### config.mk
export PLATFORM = sky130hd
export DESIGN_NAME = mfe_stream
export DESIGN_NICKNAME = d
export VERILOG_FILES = /design/src/rtl/mfe_pkg.sv /design/src/rtl/mfe_median9.sv /design/src/rtl/mfe_stream.sv
export SDC_FILE = /design/constraint.sdc
export NUM_CORES = 1
export LEC_CHECK = 0
export ABC_CLOCK_PERIOD_IN_PS = 23000
export BUFFER_PORTS_ARGS = -buffer_cell sky130_fd_sc_hd__buf_2
export CAP_MARGIN = 20
export CORE_ASPECT_RATIO = 1.75
export CORE_MARGIN = 5
export CORE_UTILIZATION = 45
export CTS_CLUSTER_DIAMETER = 100
export DETAILED_ROUTE_END_ITERATION = 10
export SLEW_MARGIN = 40
export SYNTH_ARGS = -nofsm -noshare
export SYNTH_HDL_FRONTEND = slang
export SYNTH_SLANG_ARGS = --single-unit
### constraint.sdc
create_clock -name clk -period 23 [get_ports clk]
set_input_delay 3.45 -clock clk [delete_from_list [all_inputs] [get_ports clk]]
set_output_delay 3.45 -clock clk [all_outputs]
set_load 0.02 [all_outputs]
### src/rtl/mfe_pkg.sv
// Shared types and constants for the mfe_stream median filter engine.
// Border mode follows MFE_REPLICATE_BORDER_EN: defined = replicate edge pixels, undefined = zero padding.
package mfe_pkg;

  typedef enum logic [2:0] {
    S_IDLE,
    S_LOAD,
    S_CAP,
    S_MED,
    S_WRITE
  } state_e;

  localparam int WIN           = 3;
  localparam int RD_PER_COL    = 3;
  localparam int CYC_PER_PIX   = 6;
  localparam int ROW_START_CYC = 9;

`ifdef MFE_REPLICATE_BORDER_EN
  localparam bit BORDER_REPLICATE = 1'b1;
`else
  localparam bit BORDER_REPLICATE = 1'b0;
`endif

  // Load slots 0..2 fetch the first column, 3..5 the second (row start only).
  function automatic logic [1:0] slot_row(input logic [2:0] s);
    return 2'((s >= 3'(RD_PER_COL)) ? s - 3'(RD_PER_COL) : s);
  endfunction

  function automatic logic slot_hi(input logic [2:0] s);
    return s >= 3'(RD_PER_COL);
  endfunction

endpackage

### src/rtl/mfe_median9.sv
// Combinational median of nine unsigned pixels using a 19-stage compare-exchange network.
module mfe_median9 #(
  parameter int PIX_W = 8
) (
  input  logic [8:0][PIX_W-1:0] taps,
  output logic [PIX_W-1:0]      median
);

  localparam int NCX = 19;
  localparam int CX_LO [NCX] = '{1, 4, 7, 0, 3, 6, 1, 4, 7, 0, 5, 4, 3, 1, 2, 4, 4, 6, 4};
  localparam int CX_HI [NCX] = '{2, 5, 8, 1, 4, 7, 2, 5, 8, 3, 8, 7, 6, 4, 5, 7, 2, 4, 2};

  logic [PIX_W-1:0] v [9];
  logic [PIX_W-1:0] a, b;

  // NOTE: blocking assignments here model a chain of stages in one cycle;
  // each exchange must see the result of the one before it.
  always_comb begin
    for (int j = 0; j < 9; j++) v[j] = taps[j];
    a = '0;
    b = '0;
    for (int i = 0; i < NCX; i++) begin
      a = v[CX_LO[i]];
      b = v[CX_HI[i]];
      if (a > b) begin
        v[CX_LO[i]] = b;
        v[CX_HI[i]] = a;
      end
    end
    median = v[4];
  end

endmodule

### src/rtl/mfe_stream.sv
// 3x3 median filter over an IMG_W x IMG_H image with column-reuse fetching.
// Border handling is selected by MFE_REPLICATE_BORDER_EN (see mfe_pkg).
module mfe_stream
  import mfe_pkg::*;
#(
  parameter int IMG_W  = 128,
  parameter int IMG_H  = 128,
  parameter int PIX_W  = 8,
  parameter int ADDR_W = $clog2(IMG_W * IMG_H)
) (
  input  logic              clk,
  input  logic              reset,
  input  logic              ready,
  output logic              busy,
  output logic [ADDR_W-1:0] iaddr,
  input  logic [PIX_W-1:0]  idata,
  output logic [ADDR_W-1:0] addr,
  output logic [PIX_W-1:0]  data_wr,
  output logic              wen
);

  // CAP, MED and WRITE follow every load phase.
  localparam int               TAIL_CYC      = 3;
  localparam logic [2:0]       LAST_SLOT_ROW = 3'(ROW_START_CYC - TAIL_CYC - 1);
  localparam logic [2:0]       LAST_SLOT_COL = 3'(CYC_PER_PIX - TAIL_CYC - 1);
  localparam logic [ADDR_W-1:0] X_LAST   = ADDR_W'(IMG_W - 1);
  localparam logic [ADDR_W-1:0] Y_LAST   = ADDR_W'(IMG_H - 1);
  localparam logic [ADDR_W-1:0] ROW_STEP = ADDR_W'(IMG_W);
  localparam logic [ADDR_W-1:0] ONE      = ADDR_W'(1);

  state_e            state, state_nx;
  logic [ADDR_W-1:0] x, y, row_base;
  logic [ADDR_W-1:0] row_addr, col;
  logic [2:0]        slot, last_slot, rd_slot;
  logic              rd_valid, last_pix;
  logic [1:0]        cap_r;
  logic              cap_c2, cap_oob;
  logic [PIX_W-1:0]  cap_val, med, med_q;
  logic [PIX_W-1:0]  win [WIN][WIN];
  logic [8:0][PIX_W-1:0] taps;

  assign last_slot = (x == '0) ? LAST_SLOT_ROW : LAST_SLOT_COL;
  assign last_pix  = (x == X_LAST) && (y == Y_LAST);

  // NOTE: every signal driven here gets a default first so no latch is inferred.
  always_comb begin
    state_nx = state;
    case (state)
      S_IDLE:  if (ready) state_nx = S_LOAD;
      S_LOAD:  if (slot == last_slot) state_nx = S_CAP;
      S_CAP:   state_nx = S_MED;
      S_MED:   state_nx = S_WRITE;
      S_WRITE: state_nx = last_pix ? S_IDLE : S_LOAD;
      default: state_nx = S_IDLE;
    endcase
  end

  // NOTE: state registers use non-blocking assignments so all flops update together.
  always_ff @(posedge clk or negedge reset) begin
    if (!reset) begin
      state    <= S_IDLE;
      x        <= '0;
      y        <= '0;
      row_base <= '0;
      slot     <= '0;
      rd_valid <= 1'b0;
      rd_slot  <= '0;
      med_q    <= '0;
    end else begin
      state    <= state_nx;
      rd_valid <= (state == S_LOAD);
      rd_slot  <= slot;
      if (state == S_LOAD) slot <= (slot == last_slot) ? 3'd0 : slot + 3'd1;
      if (state == S_MED) med_q <= med;
      if (state == S_IDLE && ready) begin
        x        <= '0;
        y        <= '0;
        row_base <= '0;
      end
      if (state == S_WRITE && !last_pix) begin
        if (x == X_LAST) begin
          x        <= '0;
          y        <= y + ONE;
          row_base <= row_base + ROW_STEP;
        end else begin
          x <= x + ONE;
        end
      end
    end
  end

  // Fetch address: rows clamp at the top/bottom edge, the right column clamps at IMG_W-1.
  always_comb begin
    row_addr = row_base;
    col      = '0;
    iaddr    = '0;
    case (slot_row(slot))
      2'd0:    if (y != '0) row_addr = row_base - ROW_STEP;
      2'd2:    if (y != Y_LAST) row_addr = row_base + ROW_STEP;
      default: row_addr = row_base;
    endcase
    if (x == '0)          col = slot_hi(slot) ? ONE : '0;
    else if (x != X_LAST) col = x + ONE;
    else                  col = X_LAST;
    if (state == S_LOAD) iaddr = row_addr + col;
  end

  // The returning read lands one cycle after its slot; out-of-range taps become 0 in zero mode.
  always_comb begin
    cap_r   = slot_row(rd_slot);
    cap_c2  = (x != '0) || slot_hi(rd_slot);
    cap_oob = ((cap_r == 2'd0) && (y == '0)) ||
              ((cap_r == 2'd2) && (y == Y_LAST)) ||
              (cap_c2 && (x == X_LAST));
    cap_val = (cap_oob && !BORDER_REPLICATE) ? '0 : idata;
  end

  // NOTE: the window is only nine registers, so it is reset like any other state
  // (a large RAM-backed buffer would be left unreset).
  always_ff @(posedge clk or negedge reset) begin
    if (!reset) begin
      for (int r = 0; r < WIN; r++)
        for (int c = 0; c < WIN; c++) win[r][c] <= '0;
    end else begin
      if (state == S_LOAD && slot == 3'd0) begin
        for (int r = 0; r < WIN; r++) begin
          if (x == '0) begin
            win[r][0] <= '0;
          end else begin
            win[r][0] <= win[r][1];
            win[r][1] <= win[r][2];
          end
        end
      end
      if (rd_valid) begin
        if (cap_c2) begin
          win[cap_r][2] <= cap_val;
        end else begin
          win[cap_r][1] <= cap_val;
          if (BORDER_REPLICATE) win[cap_r][0] <= cap_val;
        end
      end
    end
  end

  always_comb begin
    for (int r = 0; r < WIN; r++)
      for (int c = 0; c < WIN; c++) taps[r*WIN+c] = win[r][c];
  end

  mfe_median9 #(.PIX_W(PIX_W)) u_median (
    .taps   (taps),
    .median (med)
  );

  assign busy    = (state != S_IDLE);
  assign wen     = (state == S_WRITE);
  assign addr    = row_base + x;
  assign data_wr = med_q;

endmodule

==> flow_metrics.py, run 1 <==
metrics = {
    "route": {
        "num_vias": 12730,
        "wl_per_cell_um": 18.58,
        "firstDrtPassIters": 5,
        "route.detailed.drc": 0,
        "detail_route.iter0.violations": 457,
        "viasPerCell": 5.741,
        "postRouteAntennaNets": 0,
        "wirelength_mm": 41.20,
    },
    "yosys": {
        "netlist_instances": 1805,
        "ys_ff_latch": 132,
        "synthFlopType": "dfrtp_1",
        "yosys.area_share.xor_xnor_pct": 3.152,
        "async_flop_share_pct": 100.0,
        "synth_area_um2": 13890,
        "synth_common_cells": "nand2_1, ha_1, o21ai_0",
        "synth_edf_count": 0,
        "syn_area_per_cell_um2": 7.698,
        "post-synth-top-area-fraction_pct": 23.77,
        "synth.area.top_cells": "dfrtp_1, ha_1, o21ai_0, nand2_1, a21oi_1",
        "synth-simple-area-share_pct": 19.95,
        "synth_top_family_by_area": "compound AO/OA/AOI/OAI gates",
        "synthAdderAreaFrac_pct": 17.00,
        "synthMuxAreaShare_pct": 8.465,
        "yosys_warnings": 0,
        "synth.most_common_cell": "nand2_1",
        "synth.distinct_cells": 81,
        "synth_area_leader_cell": "dfrtp_1",
        "seq_area_frac_synth_pct": 23.77,
        "synth_nets": 2001,
        "synth_compound_area_share_pct": 21.14,
    },
    "setup_path": {
        "critPathMostFrequentCell": "a21oi_1",
        "end_kind": "register",
        "critical_path.max_stage_delay_ps": 600,
        "critical_path_class": "register to register",
        "cp.arrival_ps": 18100,
        "slowest_stage": "o22ai_4",
        "cp_max_fo": 36,
        "startpoint_type": "register",
        "required_ps": 23330,
    },
    "die": {
        "fp.dieW_um": 142.8,
        "ios": 49,
        "core_um2": 30630,
        "num_rows": 85,
        "die_y_um": 242.5,
        "die-area_um2": 34630,
        "initial_core_util_pct": 45.36,
    },
    "timing": {
        "final_max_slew_viol_count": 0,
        "holdWs_ps": 472.8,
        "fin_crit_ps": 17770,
        "tightest_slew_ps": 789.4,
        "setup_viol": 0,
        "max_freq_mhz": 56.28,
        "finalCritPeriodShare_pct": 77.25,
        "tns_ps": 0,
        "relSlewSlack_pct": 45.87,
        "grt_setup_unrepaired": "false",
        "finClkSkew_ps": 15.66,
        "hold_violations": 0,
    },
    "grt": {
        "grt_max_degree": 69,
        "first_global_vias": 12600,
        "grt_pass1_wl_mm": 65.92,
        "gr-usage-all-layers_pct": 24.04,
        "grt_antenna_before_repair": 0,
        "gr-total-overflow": 0,
    },
    "clock_tree": {
        "clk_pin_slew_ps": 70,
        "clock_latency_ps": 440,
        "htreeDepth": 4,
        "cts_tree": "built",
        "cts.sinks": 132,
        "hold_buffers": 0,
        "root_buffer": "clkbuf_16",
        "cts_buffer_depth": 2,
        "cts-buffers-inserted": 17,
        "postCtsSetupBuffers": 0,
        "cts_resized": 0,
    },
    "placement": {
        "gp_congestion": 0.9174,
        "io_buffers": 48,
        "dp_hpwl_mm": 33.57,
    },
    "final_layout": {
        "syn_to_final_growth_pct": 8.654,
        "fill_cells": 3039,
        "nets": 2010,
        "drive_above_1_share_pct": 9.195,
        "n_antenna_cell": 0,
    },
    "worst_hold_path": {
        "hp-class": "register to register",
    },
    "run_status": {
        "outcome": "complete, no violations",
    },
    "run": {
        "cap_violations": 0,
    },
}
critical path: cells and delay by family (launching register included):
family / cells / cell delay [ps]
flops: 1 / 390
buf+inv: 10 / 1370
mux: 2 / 460
compound gates: 47 / 9380
simple gates: 22 / 3420
fa+ha+maj: 9 / 2600
final timing paths:
path,startpoint,endpoint,slack [ps],depth (start not counted)
worst min-delay path,slot[2],rd_slot[2],470,0
worst max register to register,register,data_wr[6],5230,90
worst min register to register,slot[2],rd_slot[2],470,0
max in group asynchronous,reset,asynchronous set/reset pin,18890,2
min in group asynchronous,reset,asynchronous set/reset pin,3000,1
worst max-delay path,register,data_wr[6],5230,90
placed cells by master (no fill, tap or decap), types with 5 or more instances in the layout:
cell type and count:
nand2_1 219, ha_1 183, o21ai_0 171, a21oi_1 160, inv_1 160, nor2_1 149, dfrtp_1 132, nand3_1 81
mux2i_1 71, buf_2 49, mux2_2 34, xnor2_1 34, a21o_1 31, and3_1 26, nand4_1 22, nor2b_1 21
nor3_1 17, o21a_1 17, clkbuf_16 17, xor2_1 16, nand2b_1 15, and2_1 12, a211oi_1 12, o21bai_1 11
a31oi_1 9, buf_4 9, o21ai_1 7, nor4_1 7, a22oi_1 6, o22ai_1 6, and4_1 5, o31ai_2 5
o221ai_1 5, o31ai_1 5, inv_8 5, inv_6 5
routing by layer:
layer  global-route usage, %  vias up  routed length, µm
li1                        -     6384                  -
met1                   24.57     5922              14990
met2                   44.44      300              21910
met3                   2.963      128               1148
met4                   16.03        0               3156
met5                       0        -                  0
cell type report:
| class | instances | area (µm²) | area share [%] |
|---|---|---|---|
| inverter | 160 | 600.6 | 3.978 |
| timing repair buffer | 61 | 346.6 | 2.296 |
| tap | 391 | 489.2 | 3.241 |
| multi-input combinational | 1442 | 9773 | 64.74 |
| clock buffer | 17 | 425.4 | 2.818 |
| sequential | 132 | 3303 | 21.88 |
| clock inverter | 15 | 158.9 | 1.053 |
cell families (layout without fill, tap and decap cells):
group | after synthesis | after routing
muxes | 110 | 110
buffers and inverters | 231 | 253
adders and majority gates | 188 | 188
and+or+nand+nor | 602 | 602
AOI/OAI and AO/OA | 492 | 492
xor gates and xnor gates | 50 | 50
DFF | 132 | 132
stage by stage:
stage	cells	util, %	area [µm²]	setup WS [ps]
global placement	2183	47.10	14430	5102
detailed placement	2186	47.37	14510	5543
CTS	2218	49.28	15090	5497
finish	2218	49.29	15100	5232
global route	2218	49.29	15100	3764
floorplan	1805	-	13890	6499
Power of run 1 is not shown: default switching activity piles up to over one toggle a cycle in this logic, so the estimate is an artifact.
==> run 2, diff against run 1 <==
- ABC_CLOCK_PERIOD_IN_PS: 23000 -> 16700
- clock period: 23 -> 16.7 ns (I/O delays scaled with it)
==> run 2 against run 1 <==
Routed wire length grew 3.2%. Clock skew fell by 4.1 ps. Worst hold slack got worse by 13 ps. Critical path depth is 6 lower. Core utilization up 1.5 points. Via count is 1.5% higher. Sequential share of layout area fell by 0.63 points. First-iteration DRC count is 21% higher. Worst setup slack got worse by 4000 ps. Register-to-register slack worse by 4000 ps. Die area unchanged. Largest cell class unchanged.
==> flow_metrics.py, run 2 (synthesized netlist as in run 1, its figures left out) <==
metrics = {
    "final_layout": {
        "final_cell_mix": "nand2_1, ha_1, o21ai_0",
        "drive_above_1_share_pct": 12.73,
        "fill_cells": 3027,
        "n_antenna_cell": 0,
        "stdcell_count": 2261,
        "syn_to_final_growth_pct": 11.92,
        "nets": 2053,
        "final_common_cell": "nand2_1",
    },
    "run": {
        "cap_violations": 0,
    },
    "clock_tree": {
        "cts.sinks": 132,
        "cts_buffer_depth": 2,
        "cts_tree": "built",
        "clk_pin_slew_ps": 70,
        "root_buffer": "clkbuf_16",
        "clock_latency_ps": 440,
        "cts-buffers-inserted": 17,
        "htreeDepth": 4,
    },
    "setup_path": {
        "path_buf_inv": 12,
        "critical_path_class": "register to register",
        "critical_path.max_stage_delay_ps": 420,
        "required_ps": 17030,
        "cp.arrival_ps": 15850,
        "end_kind": "register",
        "cp_top_family": "compound AO/OA/AOI/OAI gates",
        "cp_max_fo": 16,
        "critPathMostFrequentCell": "o21ai_0",
        "slowest_stage": "mux2_2",
        "startpoint_type": "register",
    },
    "timing": {
        "finClkSkew_ps": 11.52,
        "relSlewSlack_pct": 40.47,
        "tightest_slew_ps": 883.7,
        "fin_crit_ps": 15520,
        "final_max_slew_viol_count": 0,
        "finalCritPeriodShare_pct": 92.91,
        "setup_viol": 0,
        "hold_violations": 0,
        "tns_ps": 0,
        "max_freq_mhz": 64.45,
    },
    "route": {
        "wl_per_cell_um": 18.81,
        "num_vias": 12920,
        "route.detailed.drc": 0,
        "detail_route.iter0.violations": 553,
        "postRouteAntennaNets": 0,
        "wirelength_mm": 42.52,
        "firstDrtPassIters": 5,
        "viasPerCell": 5.716,
    },
    "placement": {
        "dp_hpwl_mm": 34.13,
        "io_buffers": 48,
        "post-place-cells": 2207,
        "gp_congestion": 0.9534,
    },
    "grt": {
        "grt_max_degree": 73,
        "first_global_vias": 12770,
        "grt_antenna_before_repair": 0,
        "gr-usage-all-layers_pct": 24.18,
        "gr-total-overflow": 0,
        "grt_pass1_wl_mm": 66.08,
    },
    "die": {
        "initial_core_util_pct": 45.36,
        "die_y_um": 242.5,
        "fp.dieW_um": 142.8,
        "core_um2": 30630,
        "num_rows": 85,
        "ios": 49,
        "die-area_um2": 34630,
    },
    "run_status": {
        "outcome": "complete, no violations",
    },
    "worst_hold_path": {
        "hp-class": "register to register",
    },
}
==> run 2: changes by cell type in the layout (fill, tap and decap cells not counted), moves of 2 or more <==
cell	delta
buf_4	+37
a21oi_1	-8
o21ai_0	-8
a21oi_2	+6
o21ai_2	+6
o21ai_1	+5
a21oi_4	+2
clkinv_8	+2
o21ai_4	-2
==> run 2: routing by layer <==
layer	global-route usage, %	share of wire [%]
met5	0	0
met4	16.06	7.5
met3	2.903	2.5
met2	45.64	54
met1	23.98	36
==> run 2: per-stage QoR <==
| step | utilization (%) | worst slack [ps] | area, µm² | hold WS (ps) |
|---|---|---|---|---|
| floorplan | - | 199.2 | 13890 | 404.4 |
| global placement | 47.71 | -92.42 | 14610 | 446.1 |
| detailed placement | 47.80 | -141.1 | 14640 | 445.8 |
| CTS | 49.70 | 8.400 | 15220 | 460.7 |
| global route | 50.77 | -14.93 | 15550 | 482.1 |
| finish | 50.77 | 1184 | 15550 | 460.2 |
==> run 2: cell type report <==
class	instances	area, µm²	share of cell area (%)
Inverter	160	600.6	3.862
Sequential cell	132	3304	21.25
Clock inverter	15	155.1	0.9977
Clock buffer	17	425.4	2.736
Tap cell	391	489.2	3.146
Timing Repair Buffer	100	655.6	4.216
Multi-Input combinational cell	1446	9921	63.79
==> run 2: final timing paths <==
check | slack [ps] | start | end | cells after the start
max | 1180 | register | data_wr[6] | 84
min | 460 | slot[2] | rd_slot[2] | 0
max reg2reg | 1180 | register | data_wr[6] | 84
min reg2reg | 460 | slot[2] | rd_slot[2] | 0
max in group asynchronous | 13520 | reset | asynchronous set/reset pin | 2
min in group asynchronous | 2050 | reset | asynchronous set/reset pin | 1
==> run 2: repair_timing <==
item,in CTS,in global routing
gates resized for setup,1,42
pin swaps,0,7
cloned,0,5
hold buffers,0,0
buffers inserted,0,17
setup endpoints to repair,8,8
Power of run 2 is left out for the same reason.
==> run 3, diff against run 2 <==
- ABC_AREA: default -> 1
==> run 3 against run 2 <==
Synthesized cell count increased by 11%. Synthesized area decreased by 4.1%. Critical path type unchanged. Routed wire length down 4.6%. Via count grew 1.4%.
==> flow_metrics.py, run 3 <==
metrics = {
    "setup_path": {
        "required_ps": 17090,
        "startpoint_type": "register",
        "critical_path.max_stage_delay_ps": 610,
        "end_kind": "register",
        "cp.arrival_ps": 14920,
        "critical_path_class": "register to register",
        "slowest_stage": "o21ai_0",
        "cp_max_fo": 31,
        "critPathMostFrequentCell": "nand2_1",
    },
    "grt": {
        "grt_max_degree": 70,
        "first_global_vias": 12600,
        "grt_use_met1_pct": 23.39,
        "grt_antenna_before_repair": 0,
        "gr-usage-all-layers_pct": 24.35,
        "grtUsageMet2_pct": 47.03,
        "grt_pass1_wl_mm": 64.14,
        "grt_util_met3_pct": 2.637,
        "top_usage_layer": "met2",
        "gr-total-overflow": 0,
    },
    "die": {
        "core_um2": 29290,
        "initial_core_util_pct": 45.50,
        "die_y_um": 237.6,
        "num_rows": 83,
        "ios": 49,
        "fp.dieW_um": 140.1,
        "die-area_um2": 33290,
    },
    "clock_tree": {
        "postCtsSetupBuffers": 0,
        "htreeDepth": 4,
        "root_buffer": "clkbuf_16",
        "clock_latency_ps": 440,
        "cts-buffers-inserted": 17,
        "cts_resized": 0,
        "cts.sinks": 132,
        "cts_buffer_depth": 2,
        "clk_pin_slew_ps": 70,
        "cts_tree": "built",
        "hold_buffers": 0,
    },
    "route": {
        "detail_route.iter0.violations": 684,
        "postRouteAntennaNets": 0,
        "route.detailed.drc": 0,
        "wl_per_cell_um": 16.73,
        "wirelength_mm": 40.58,
        "viasPerCell": 5.403,
        "firstDrtPassIters": 5,
        "num_vias": 13100,
    },
    "placement": {
        "place_area_um2": 13960,
        "io_buffers": 48,
        "post-place-cells": 2393,
        "dp_hpwl_mm": 33.73,
        "gp_congestion": 0.9478,
    },
    "yosys": {
        "synth.most_common_cell": "nand2_1",
        "syn_area_per_cell_um2": 6.652,
        "synth_nets": 2199,
        "synth_area_leader_cell": "dfrtp_1",
        "ys_ff_latch": 132,
        "synth_edf_count": 0,
        "seq_area_frac_synth_pct": 24.79,
        "synth.area.top_cells": "dfrtp_1, ha_1, nand2_1, o21ai_0, inv_1",
        "post-synth-top-area-fraction_pct": 24.79,
        "synthFlopType": "dfrtp_1",
        "synth_area_um2": 13320,
        "netlist_instances": 2003,
        "synth.distinct_cells": 53,
        "async_flop_share_pct": 100.0,
        "synth_common_cells": "nand2_1, o21ai_0, inv_1",
        "yosys_warnings": 0,
    },
    "timing": {
        "tightest_slew_ps": 898.6,
        "setup_viol": 0,
        "relSlewSlack_pct": 39.46,
        "finalCritPeriodShare_pct": 87.05,
        "hold_violations": 0,
        "tns_ps": 0,
        "fin_crit_ps": 14540,
        "grt_setup_unrepaired": "false",
        "final_max_slew_viol_count": 0,
        "max_freq_mhz": 68.79,
        "finClkSkew_ps": 14.94,
    },
    "final_layout": {
        "fin_util_pct": 49.67,
        "n_antenna_cell": 0,
        "drive_above_1_share_pct": 7.489,
        "stdcell_area_um2": 14550,
        "fill_cells": 3105,
        "final_common_cell": "nand2_1",
        "nets": 2226,
        "final_cell_mix": "nand2_1, o21ai_0, inv_1",
        "syn_to_final_growth_pct": 9.165,
        "regArea_um2": 3303,
        "stdcell_count": 2425,
        "multi_input_area_um2": 8841,
    },
    "worst_hold_path": {
        "hp-class": "register to register",
    },
    "run_status": {
        "outcome": "complete, no violations",
    },
    "run": {
        "cap_violations": 0,
    },
}
-- run 3: worst paths after layout --
| path | startpoint | to | slack (ps) | cells after the start |
|---|---|---|---|---|
| worst max-delay path | taps[59] | data_wr[3] | 2160 | 84 |
| worst min-delay path | slot[2] | rd_slot[2] | 430 | 0 |
| worst max register to register | taps[59] | data_wr[3] | 2160 | 84 |
| worst min register to register | slot[2] | rd_slot[2] | 430 | 0 |
| max in group asynchronous | reset | x[10] | 13510 | 2 |
| min in group asynchronous | reset | row_base[4] | 2070 | 1 |
-- run 3: layer usage --
layer | wire, µm | vias up
met5 | 0 | -
met4 | 3194 | 0
met3 | 810 | 107
met2 | 21840 | 238
met1 | 14740 | 6010
li1 | - | 6747
-- run 3: final cells by class --
class                   instances  area share [%]
clock buffers                  18           2.951
clock inverters                14           1.075
inverters                     260           6.710
multi-input cells            1555           60.78
flip-flops and latches        132           22.71
well taps                     382           3.286
repair buffers                 64           2.486
-- run 3: per-stage QoR --
step | hold WS [ps] | setup WS (ps)
2_1_floorplan | 395.2 | 3936
3_5_place_dp | 419.7 | 1983
5_1_grt | 452.1 | 478.7
6_report | 429.2 | 2163
4_1_cts | 440.9 | 1968
3_3_place_gp | 421.0 | 2060
-- run 3: critical path, delay by kind of cell, from the launching register on --
family | cells | cell delay [ps]
AOI/OAI and AO/OA | 19 | 4650
and+or+nand+nor | 39 | 4060
adders and majority gates | 9 | 2790
buffers and inverters | 17 | 2540
DFF | 1 | 430
-- run 3: cell families after synthesis --
kind of cell	synth area share, %
AND/OR/NAND/NOR	25.66
AO/OA/AOI/OAI	21.21
buffers and inverters	9.071
adder cells (fa/ha/maj)	17.49
flip-flops	24.79
XOR/XNOR	1.775
Power of run 3 is left out for the same reason.
